File: src/rtl/seq_mult_shadd.sv
// seq_mult_shadd: sequential shift-and-add unsigned multiplier.
//
// One add per cycle through an 8-bit Ladner-Fischer adder (lf_adder8, below).
// The multiplicand is zero-extended to 8 bits, so the product a*b always fits.
//
// Ports:
//   clk        rising-edge clock
//   rst_n      asynchronous active-low reset
//   in_valid   operand pair valid (sampled only in IDLE)
//   in_ready   high in IDLE
//   a, b       W-bit unsigned multiplicand / multiplier
//   out_valid  product valid (DONE state)
//   out_ready  consumer accepts product (sampled only in DONE)
//   product    8-bit product, registered
//   busy       high in RUN or DONE
//
// Build option: define SEQ_MULT_EARLY_TERM_EN to leave RUN as soon as no
// multiplier ones remain. Without it, RUN lasts exactly W cycles.

module lf_adder8 (
  input  logic [7:0] x,
  input  logic [7:0] y,
  output logic [7:0] sum
);
  logic [7:0] g, p, gp, pp;

  // Prefix tree over (generate, propagate); gp[i] ends up as the carry out of bit i.
  always_comb begin
    g  = x & y;
    p  = x ^ y;
    gp = g;
    pp = p;
    // level 1: pairs
    for (int unsigned i = 1; i < 8; i += 2) begin
      gp[i] = gp[i] | (pp[i] & gp[i-1]);
      pp[i] = pp[i] & pp[i-1];
    end
    // level 2: bits 2,3 from group [1:0]; bits 6,7 from group [5:4]
    for (int unsigned i = 0; i < 8; i++) begin
      if ((i % 4) >= 2) begin
        gp[i] = gp[i] | (pp[i] & gp[(i/4)*4+1]);
        pp[i] = pp[i] & pp[(i/4)*4+1];
      end
    end
    // level 3: upper nibble from group [3:0]
    for (int unsigned i = 4; i < 8; i++) begin
      gp[i] = gp[i] | (pp[i] & gp[3]);
      pp[i] = pp[i] & pp[3];
    end
    sum = p ^ {gp[6:0], 1'b0};
  end
endmodule

module seq_mult_shadd #(
  parameter int unsigned W = 4
) (
  input  logic         clk,
  input  logic         rst_n,
  input  logic         in_valid,
  output logic         in_ready,
  input  logic [W-1:0] a,
  input  logic [W-1:0] b,
  output logic         out_valid,
  input  logic         out_ready,
  output logic [7:0]   product,
  output logic         busy
);
  typedef enum logic [1:0] {IDLE, RUN, DONE} state_t;

  state_t       state, state_nxt;
  logic [7:0]   acc, mcand_r, sum;
  logic [W-1:0] mplier_r;
  logic [1:0]   cnt;
  logic         run_last;

  lf_adder8 u_add (
    .x   (acc),
    .y   (mcand_r),
    .sum (sum)
  );

`ifdef SEQ_MULT_EARLY_TERM_EN
  assign run_last = (cnt == 2'(W-1)) || ((mplier_r >> 1) == '0);
`else
  assign run_last = (cnt == 2'(W-1));
`endif

  always_comb begin
    state_nxt = state;
    case (state)
      IDLE:    if (in_valid)  state_nxt = RUN;
      RUN:     if (run_last)  state_nxt = DONE;
      DONE:    if (out_ready) state_nxt = IDLE;
      default: state_nxt = IDLE;
    endcase
  end

  always_ff @(posedge clk or negedge rst_n) begin
    if (!rst_n) state <= IDLE;
    else        state <= state_nxt;
  end

  always_ff @(posedge clk or negedge rst_n) begin
    if (!rst_n) begin
      acc      <= '0;
      mcand_r  <= '0;
      mplier_r <= '0;
      cnt      <= '0;
    end else begin
      case (state)
        IDLE: if (in_valid) begin
          acc      <= '0;
          mcand_r  <= {{(8-W){1'b0}}, a};
          mplier_r <= b;
          cnt      <= '0;
        end
        RUN: begin
          if (mplier_r[0]) acc <= sum;
          mcand_r  <= mcand_r << 1;
          mplier_r <= mplier_r >> 1;
          cnt      <= cnt + 2'd1;
        end
        default: ;
      endcase
    end
  end

  assign in_ready  = (state == IDLE);
  assign out_valid = (state == DONE);
  assign busy      = (state != IDLE);
  assign product   = acc;
endmodule

File: config.mk
export PLATFORM = sky130hd
export DESIGN_NAME = seq_mult_shadd
export DESIGN_NICKNAME = d
export VERILOG_FILES = /design/src/rtl/seq_mult_shadd.sv
export SDC_FILE = /design/constraint.sdc
export NUM_CORES = 1
export LEC_CHECK = 0
export CAP_MARGIN = 30
export CORE_MARGIN = 5
export CORE_UTILIZATION = 51
export CTS_CLUSTER_DIAMETER = 50
export DETAILED_ROUTE_END_ITERATION = 7
export PLACE_DENSITY = 0.83
export SETUP_SLACK_MARGIN = 0.2
export SYNTH_ARGS = -nofsm -noshare
export SYNTH_HDL_FRONTEND = slang
export SYNTH_SLANG_ARGS = --single-unit
File: constraint.sdc
create_clock -name clk -period 2.2 [get_ports clk]
set_input_delay 0.33 -clock clk [delete_from_list [all_inputs] [get_ports clk]]
set_output_delay 0.33 -clock clk [all_outputs]
set_load 0.1 [all_outputs]
# After elaboration in Yosys (flattened, before gate mapping)
# Index checks and enable logic that the tools add are counted.
[classes]
add_sub_neg = 1
eq_ne = 7
mux = 13
bitwise = 24
reduce_logical = 6
[op_table]
columns = ["operator", "n"]
rows = [
  ["case mux 8 bit (2 select lines)", 2],
  ["two-way mux 8 bit", 3],
  ["XOR 8 bit", 2],
  ["bitwise AND 1 bit", 12],
  ["OR 1 bit", 9],
  ["two-way mux 2 bit", 4],
  ["case mux 4 bit (2 select lines)", 1],
  ["bitwise AND 7 bit", 1],
  ["inequality test 2 bit (second input constant)", 3],
  ["case mux 2 bit (3 select lines)", 1],
  ["AND reduction 3 bit", 2],
  ["== test 2 bit (second input constant)", 2],
  ["two-way mux 4 bit", 1],
  ["case mux 2 bit (2 select lines)", 1],
  ["nonzero test 2 bit", 2],
  ["adder 2 x 1 -> 2 bit (second input constant)", 1],
  ["== test 2 x 1 -> 1 bit (second input constant)", 1],
  ["logical NOT 2 bit", 1],
  ["inequality test 2 x 1 -> 1 bit (second input constant)", 1],
  ["AND reduction 2 bit", 1],
]
[totals]
reg_bits = 24
in_bits = 12
elab_cells = 56

# Depth between registers and ports, before layout
# Gate-level depths: netlist (run 1).
[depth]
word_depth = 10
mapped_depth = 9
ltp_nobuf = 9

# Hierarchy
# Synthesis (run 1) repeated with hierarchy kept, for this count alone.
[hier_totals]
hier_cells = 134
area_unflattened_um2 = 1365.1
[modules_own_cells]
columns = ["mod", "n_inst", "cells_each", "area_per_inst_um2", "seq_area_each_um2"]
rows = [
  ["seq_mult_shadd", 1, 106, 1107.3, 600.6],
  ["lf_adder8", 1, 28, 257.7, 0.0],
]

# Least setup slack after synthesis (run 1)
# OpenSTA, ideal clock, no wires.
[synth_timing]
path_type = "flip-flop to output port"
startpoint = "reg state[1]"
endpoint = "out busy"
arrival_time_ns = 2.768
t_required_ns = 1.870
setup_slack_ns = -0.898
stages_incl_launch_ff = 3
path_buffers = 0
cell_sequence = "dfrtp_1 -> nor2_1 -> inv_1"
[synth_between]
elab_chain_len = 1
[synth_lines]
columns = ["item", "line_no", "source"]
rows = [
  ["start, declared", "70", "state_t state, state_nxt;"],
  ["start signal, assigned", "100", "else state <= state_nxt;"],
  ["nonzero test 2 bit", "130", "assign busy = (state != IDLE);"],
  ["end, declared", "66", "output logic busy"],
]
# No other way between the ends.

# Worst setup path in the final report (run 1)
[layout_timing]
startpoint = "reg mcand_r[0]"
endpoint = "reg acc[5], in the netlist product[5]"
[layout_between]
elab_chain_len = 10
[layout_lines]
columns = ["item", "line_no", "source"]
rows = [
  ["start, declared", "71", "logic [7:0] acc, mcand_r, sum;"],
  ["start signal, assigned", "113", "mcand_r <= {{(8-W){1'b0}}, a};"],
  ["start signal, assigned", "119", "mcand_r <= mcand_r << 1;"],
  ["bitwise AND 7 bit", "29", "g = x & y;"],
  ["bitwise AND 1 bit", "35", "gp[i] = gp[i] | (pp[i] & gp[i-1]);"],
  ["OR 1 bit", "35", ""],
  ["bitwise AND 1 bit", "41", "gp[i] = gp[i] | (pp[i] & gp[(i/4)*4+1]);"],
  ["OR 1 bit", "41", ""],
  ["bitwise AND 1 bit", "47", "gp[i] = gp[i] | (pp[i] & gp[3]);"],
  ["OR 1 bit", "47", ""],
  ["XOR 8 bit", "50", "sum = p ^ {gp[6:0], 1'b0};"],
  ["two-way mux 8 bit", "118", "if (mplier_r[0]) acc <= sum;"],
  ["case mux 8 bit (2 select lines)", "110", "case (state)"],
  ["end signal, assigned", "118", ""],
  ["end, declared", "71", ""],
]
# No other way between the ends. The select of a mux whose other input is x is not followed.
# A chain may end at the register's enable or synchronous reset.

==> out/metrics.csv, run 1 <==
stage;metric;value;unit
synthesis;avgSynthCellArea;10.3;µm²
grt;grt_max_degree;17;
clock_network;cts_buffers;3;
sta;setup_viol;0;
synthesis;synth_top_family_by_area;compound AO/OA/AOI/OAI gates;
placed_design;routabilityCongestion;0.831;
placed_design;dpl.cell_count;179;
power_and_ir_drop;ir_drop;1.12;mV
clock_network;cts_hold_buf;0;
layout;nets;177;
clock_network;clk_latency;0.33;ns
clock_network;cts.sinks;24;
layout;antenna_cells;0;
synthesis;ys_async_sr_fraction;1.00;
sta;final_hold_viol_count;0;
sta;period_minus_slack;1.97;ns
synthesis;synthSimpleGateAreaFrac;0.122;
detailed_routing;ant_nets;0;
layout;syn_to_final_growth;29.3;%
clock_network;cts_tree;done;
synthesis;yosysUniqueCellTypes;31;
die;ios;23;
grt;antenna_found_initial;0;
synthesis;synth_edf_count;0;
synthesis;yosysTopAreaCell;dfrtp_1;
die;start_util;0.535;
clock_network;clock-root-buffer;clkbuf_4;
grt;overflow;0;
setup_path;worstPathMaxFanout;4;
die;dieWidth;61.0;µm
clock_network;clk_pin_slew;0.14;ns
sta;finClkSkew;0.0110;ns
synthesis;synth_top_cell_area_share;0.453;
detailed_routing;vias_per_cell;5.83;
power_and_ir_drop;power.density;1460;nW/µm²
synthesis;synth_commonest_cells;dfrtp_1 (24), o21ai_0 (14), inv_1 (10), nand2_1 (10);
job;max_cap_viol_count;0;
setup_path;crit_type;reg -> reg;
setup_path;cp-start-kind;flip-flop;
detailed_routing;wl;2800;µm
setup_path;crit_required;2.46;ns
setup_path;slowest_stage;dfrtp_1;
setup_path;cp_slowest_stage_delay;0.45;ns
synthesis;syn_inst;129;
grt;grt_pass1_vias;1101;
detailed_routing;drc_errors;0;
synthesis;yosysWarnings;0;
die;die-area;3720;µm²
layout;drive_gt1_frac;0.273;
layout;post-route-util;0.691;
synthesis;synth_fp_nets;151;
detailed_routing;vias;1073;
placed_design;dp_hpwl;2100;µm
sta;rsz0062_at_grt;true;
setup_path;path_cells;ha_4 -> inv_2 -> fa_2 -> nand2b_4 -> nand2b_4 -> a21oi_2 -> fa_2 -> xor2_1 -> o21ai_1;
detailed_routing;drt_iter0_markers;45;
clock_network;htreeDepth;1;
synthesis;synth.area.top_cells;dfrtp_1 (45%), ha_1 (6.6%), o21ai_0 (5.3%);
detailed_routing;wire_per_inst;15.2;µm
synthesis;synth_compound_area_frac;0.218;
synthesis;seq_area_frac_synth;0.453;
clock_network;cts_buffer_depth;2;
power_and_ir_drop;power;2.50;mW
synthesis;synthesis.area;1330;µm²
die;die_h;61.0;µm
synthesis;synth_flop_cell;dfrtp_1;
synthesis;synth.most_common_cell;dfrtp_1;
sta;fmax;0.507;GHz
setup_path;worstSetupEndpointType;flip-flop;
sta;slew_violations;0;
synthesis;synth-xor-area-share;0.0132;
synthesis;ys_ff_latch;24;
die;coreArea;2480;µm²
setup_path;crit_arrival;2.23;ns
synthesis;muxShareOfSynthArea;0.0312;
grt;grt_pass1_wl;4790;µm
outcome;status;complete, no violations;
layout;final_cells;184;
synthesis;synthAdderAreaFrac;0.111;
detailed_routing;first_pass_iters;4;
placed_design;port_buffers;22;
sta;relSlewSlack;0.596;
sta;fin_crit_sh;0.896;
min_path;hold_path_class;in -> async;
die;rows;18;
sta;worstMarginPinSlew;0.605;ns
power_and_ir_drop;p_leak;0.770;nW
grt;grt_util_all_layers;0.173;
==> cells by family after synthesis <==
| kind of cell | after synthesis |
|---|---|
| adders and majority gates | 10 |
| and+or+nand+nor | 31 |
| xor gates and xnor gates | 2 |
| DFF | 24 |
| buffers and inverters | 15 |
| AOI/OAI and AO/OA | 43 |
| muxes | 4 |
==> what timing repair did <==
action / 4_1_cts / 5_1_grt
buffers inserted: 0 / 1
resized for setup: 0 / 4
endpoints found under the setup margin: 0 / 3
==> routing by layer <==
layer,vias up,GRT usage,wire [µm]
li1,508,-,-
met1,529,0.216,1270
met2,29,0.293,1370
met3,7,0.0298,110
met4,0,0.0774,58
met5,-,0,0
==> report_power, final <==
| group | internal, mW | switching (mW) |
|---|---|---|
| Clock | 0.101 | 0.139 |
| Combinational | 0.498 | 0.944 |
| Sequential | 0.618 | 0.196 |
| Total | 1.22 | 1.28 |
==> cells in the final DEF (no fill, tap or decap), drive strengths merged, types with 2 or more instances in the layout <==
cell type,count
xor2,2
clkbuf,4
a22oi,6
buf,15
o21ai,15
clkdlybuf4s50,11
mux2i,3
ha,7
inv,10
nand2,10
dfrtp,24
a2bb2oi,2
nor2,6
fa,3
a21oi,9
nor2b,9
nand2b,2
a22o,7
==> worst max-delay path: cells and delay by family (launching register included) <==
kind | cells | cell delay (ns)
flip-flops | 1 | 0.45
XOR/XNOR | 1 | 0.17
adder cells (fa/ha/maj) | 3 | 0.83
buffers and inverters | 1 | 0.03
AND/OR/NAND/NOR | 2 | 0.25
AO/OA/AOI/OAI | 2 | 0.19
==> flip-flops by register name, summed over array words and instances, names as in the netlist <==
signal and flops:
mcand_r 8, mplier_r 4, state 2, cnt 2, product 8
==> layout make-up <==
type	instances	area, µm²
clock buffers	4	36.3
fillers	185	764
inverters	10	37.5
multi-input cells	90	724
flip-flops and latches	24	617
well taps	30	37.5
repair buffers	26	260
==> per-stage QoR <==
step / hold WS [ns] / TNS (ns) / cell area [µm²] / setup slack, ns
after floorplan: 0.0344 / -0.173 / 1380 / -0.173
after global placement: 0.468 / 0 / 1640 / 0.305
after detailed placement: 0.494 / 0 / 1640 / 0.221
after CTS: 0.356 / 0 / 1680 / 0.202
after global routing: 0.349 / 0 / 1710 / 0.180
final: 0.338 / 0 / 1710 / 0.229
==> final timing paths <==
kind / cells past startpoint / slack, ns / endpoint / from
setup reg to reg: 9 / 0.23 / product[5]$_DFFE_PN0P_ / mcand_r[0]$_DFFE_PN0P_
hold reg to reg: 1 / 0.52 / product[7]$_DFFE_PN0P_ / product[7]$_DFFE_PN0P_
setup / recovery: 9 / 0.23 / product[5]$_DFFE_PN0P_ / mcand_r[0]$_DFFE_PN0P_
min in group clk: 1 / 0.52 / product[7]$_DFFE_PN0P_ / product[7]$_DFFE_PN0P_
max in group asynchronous: 2 / 1.33 / mplier_r[3]$_DFFE_PN0P_ / rst_n
hold / removal: 1 / 0.34 / product[5]$_DFFE_PN0P_ / rst_n
Note: power is estimated with default switching activity, not from simulation.
==> run 2, diff against run 1 <==
- PLACE_DENSITY: 0.83 -> 0.85
==> out/metrics.csv, run 2 (same netlist as run 1, synthesis figures left out) <==
stage;metric;value;unit
die;rows;18;
grt;grt_util_all_layers;0.182;
setup_path;slowest_stage;dfrtp_4;
layout;final_common_cell;dfrtp_1;
placed_design;dp_hpwl;2220;µm
power_and_ir_drop;p_int;1.22;mW
grt;grt_pass1_vias;1112;
clock_network;clock-root-buffer;clkbuf_4;
grt;grt_max_degree;15;
die;die_h;61.0;µm
detailed_routing;vias_per_cell;5.72;
sta;final_hold_viol_count;0;
setup_path;r2r_end;product[5]$_DFFE_PN0P_;
detailed_routing;vias;1053;
placed_design;dpl.cell_count;180;
clock_network;cts.sinks;24;
layout;nets;177;
sta;period_minus_slack;1.98;ns
sta;rsz0062_at_grt;true;
power_and_ir_drop;p_leak;0.761;nW
setup_path;rr_worst_depth;9;
clock_network;clk_pin_slew;0.14;ns
setup_path;worst-r2r-setup-slack;0.22;ns
setup_path;cp.buffers_inverters;1;
clock_network;cts_setup_buffers;0;
setup_path;worstPathMaxFanout;3;
power_and_ir_drop;p_switching;1.28;mW
power_and_ir_drop;power.density;1480;nW/µm²
die;die-area;3720;µm²
layout;antenna_cells;0;
layout;syn_to_final_growth;27.7;%
clock_network;htreeDepth;1;
setup_path;crit_arrival;2.22;ns
sta;worstMarginPinSlew;0.592;ns
clock_network;cts_buffer_depth;2;
sta;slew_violations;0;
sta;setup_ws;0.224;ns
placed_design;routabilityCongestion;0.822;
detailed_routing;drt_iter0_markers;45;
power_and_ir_drop;power;2.50;mW
sta;fin_crit_sh;0.898;
sta;whs;0.346;ns
sta;relSlewSlack;0.605;
setup_path;path_cells;ha_4 -> inv_2 -> fa_2 -> nand2b_4 -> nand2b_4 -> a21oi_2 -> fa_2 -> xor2_1 -> o21ai_1;
clock_network;cts_tree;done;
setup_path;crit_required;2.44;ns
setup_path;cp-start-kind;flip-flop;
layout;drive_gt1_frac;0.273;
layout;post-route-util;0.683;
grt;overflow;0;
detailed_routing;drc_errors;0;
die;start_util;0.535;
layout;final_cell_mix;dfrtp_1 (16), o21ai_0 (12), buf_4 (12);
power_and_ir_drop;comb_power_share;0.576;
sta;finClkSkew;0.00161;ns
setup_path;crit_type;reg -> reg;
setup_path;r2r_start;product[0]$_DFFE_PN0P_;
job;max_cap_viol_count;0;
clock_network;clk_latency;0.31;ns
placed_design;port_buffers;22;
outcome;status;complete, no violations;
detailed_routing;first_pass_iters;4;
detailed_routing;ant_nets;0;
power_and_ir_drop;ir_drop;1.31;mV
setup_path;cp_slowest_stage_delay;0.46;ns
sta;finalSetupTns;0;ns
placed_design;dpl_worst_slack;0.225;ns
power_and_ir_drop;clock_power_share;0.096;
grt;grt_pass1_wl;5030;µm
placed_design;place_area;1650;µm²
die;dieWidth;61.0;µm
sta;setup_viol;0;
setup_path;cp-startpoint;product[0]$_DFFE_PN0P_;
sta;fmax;0.506;GHz
setup_path;cp.depth;9;
die;coreArea;2480;µm²
min_path;hold_path_class;in -> async;
detailed_routing;wl;2880;µm
setup_path;cpLargestDelayFamily;adder cells;
layout;stdcell_area;1690;µm²
setup_path;crit_path_end;product[5]$_DFFE_PN0P_;
power_and_ir_drop;swShare;0.510;
clock_network;cts_buffers;3;
layout;final_cells;184;
power_and_ir_drop;pwr-share-seq;0.328;
detailed_routing;wire_per_inst;15.7;µm
die;ios;23;
grt;antenna_found_initial;0;
setup_path;worstSetupEndpointType;flip-flop;
[run 2: cell counts in the layout (fill, tap and decap cells not counted)]
Identical to the previous run, type by type.
[run 2: worst register-to-register path, cell delays in order, from the launching register on]
cell,delay [ns]
dfrtp_4,0.46
ha_4,0.13
inv_2,0.03
fa_2,0.34
nand2b_4,0.17
nand2b_4,0.07
a21oi_2,0.06
fa_2,0.33
xor2_1,0.17
o21ai_1,0.14
[run 2: power by group through the flow]
| stage | sequential (mW) | clock, mW | combinational, mW |
|---|---|---|---|
| after floorplan | 1.07 | 0 | 0.803 |
| after global placement | 0.810 | 0 | 1.40 |
| after detailed placement | 0.828 | 0 | 1.44 |
| after CTS | 0.817 | 0.243 | 1.45 |
| after global routing | 0.853 | 0.254 | 1.56 |
| final | 0.820 | 0.240 | 1.44 |
[run 2: worst min path at each step]
| stage | startpoint | to | slack, ns | cells past startpoint |
|---|---|---|---|---|
| after global placement | product[7]$_DFFE_PN0P_ | product[7]$_DFFE_PN0P_ | 0.47 | 1 |
| after floorplan | rst_n | cnt[0]$_DFFE_PN0P_ | 0.03 | 0 |
| after CTS | rst_n | product[3]$_DFFE_PN0P_ | 0.35 | 1 |
| after global routing | rst_n | product[3]$_DFFE_PN0P_ | 0.36 | 1 |
| after detailed placement | product[7]$_DFFE_PN0P_ | product[7]$_DFFE_PN0P_ | 0.48 | 1 |
| final | rst_n | product[3]$_DFFE_PN0P_ | 0.35 | 1 |
[run 2: what timing repair did]
item | CTS | global route
hold endpoints to repair | 0 | 0
pin swaps | 2 | 1
setup endpoints to repair | 1 | 4
resized for setup | 1 | 1
hold buffers | 0 | 0
cloned | 0 | 0
[run 2: routing by layer]
layer / track usage / routed length, µm / part of all wire
met2: 0.308 / 1430 / 0.50
met4: 0.0681 / 63 / 0.022
met5: 0 / 0 / 0
met1: 0.232 / 1250 / 0.43
met3: 0.0319 / 139 / 0.048
[run 2: area by class of cell]
class	instances	area (µm²)
Fill cell	197	786
Inverter	10	37.5
Clock buffer	4	36.3
Timing Repair Buffer	26	260
Multi-Input combinational cell	90	702
Tap cell	30	37.5
Sequential cell	24	618
==> run 3, diff against run 2 <==
- CTS_BUF_LIST: unset -> sky130_fd_sc_hd__clkbuf_4 sky130_fd_sc_hd__clkbuf_8
- HOLD_SLACK_MARGIN: unset -> 0.06
- SLEW_MARGIN: unset -> 20
==> results of run 3 <==
Final layout, timing and power as in run 2 (identical DEF).
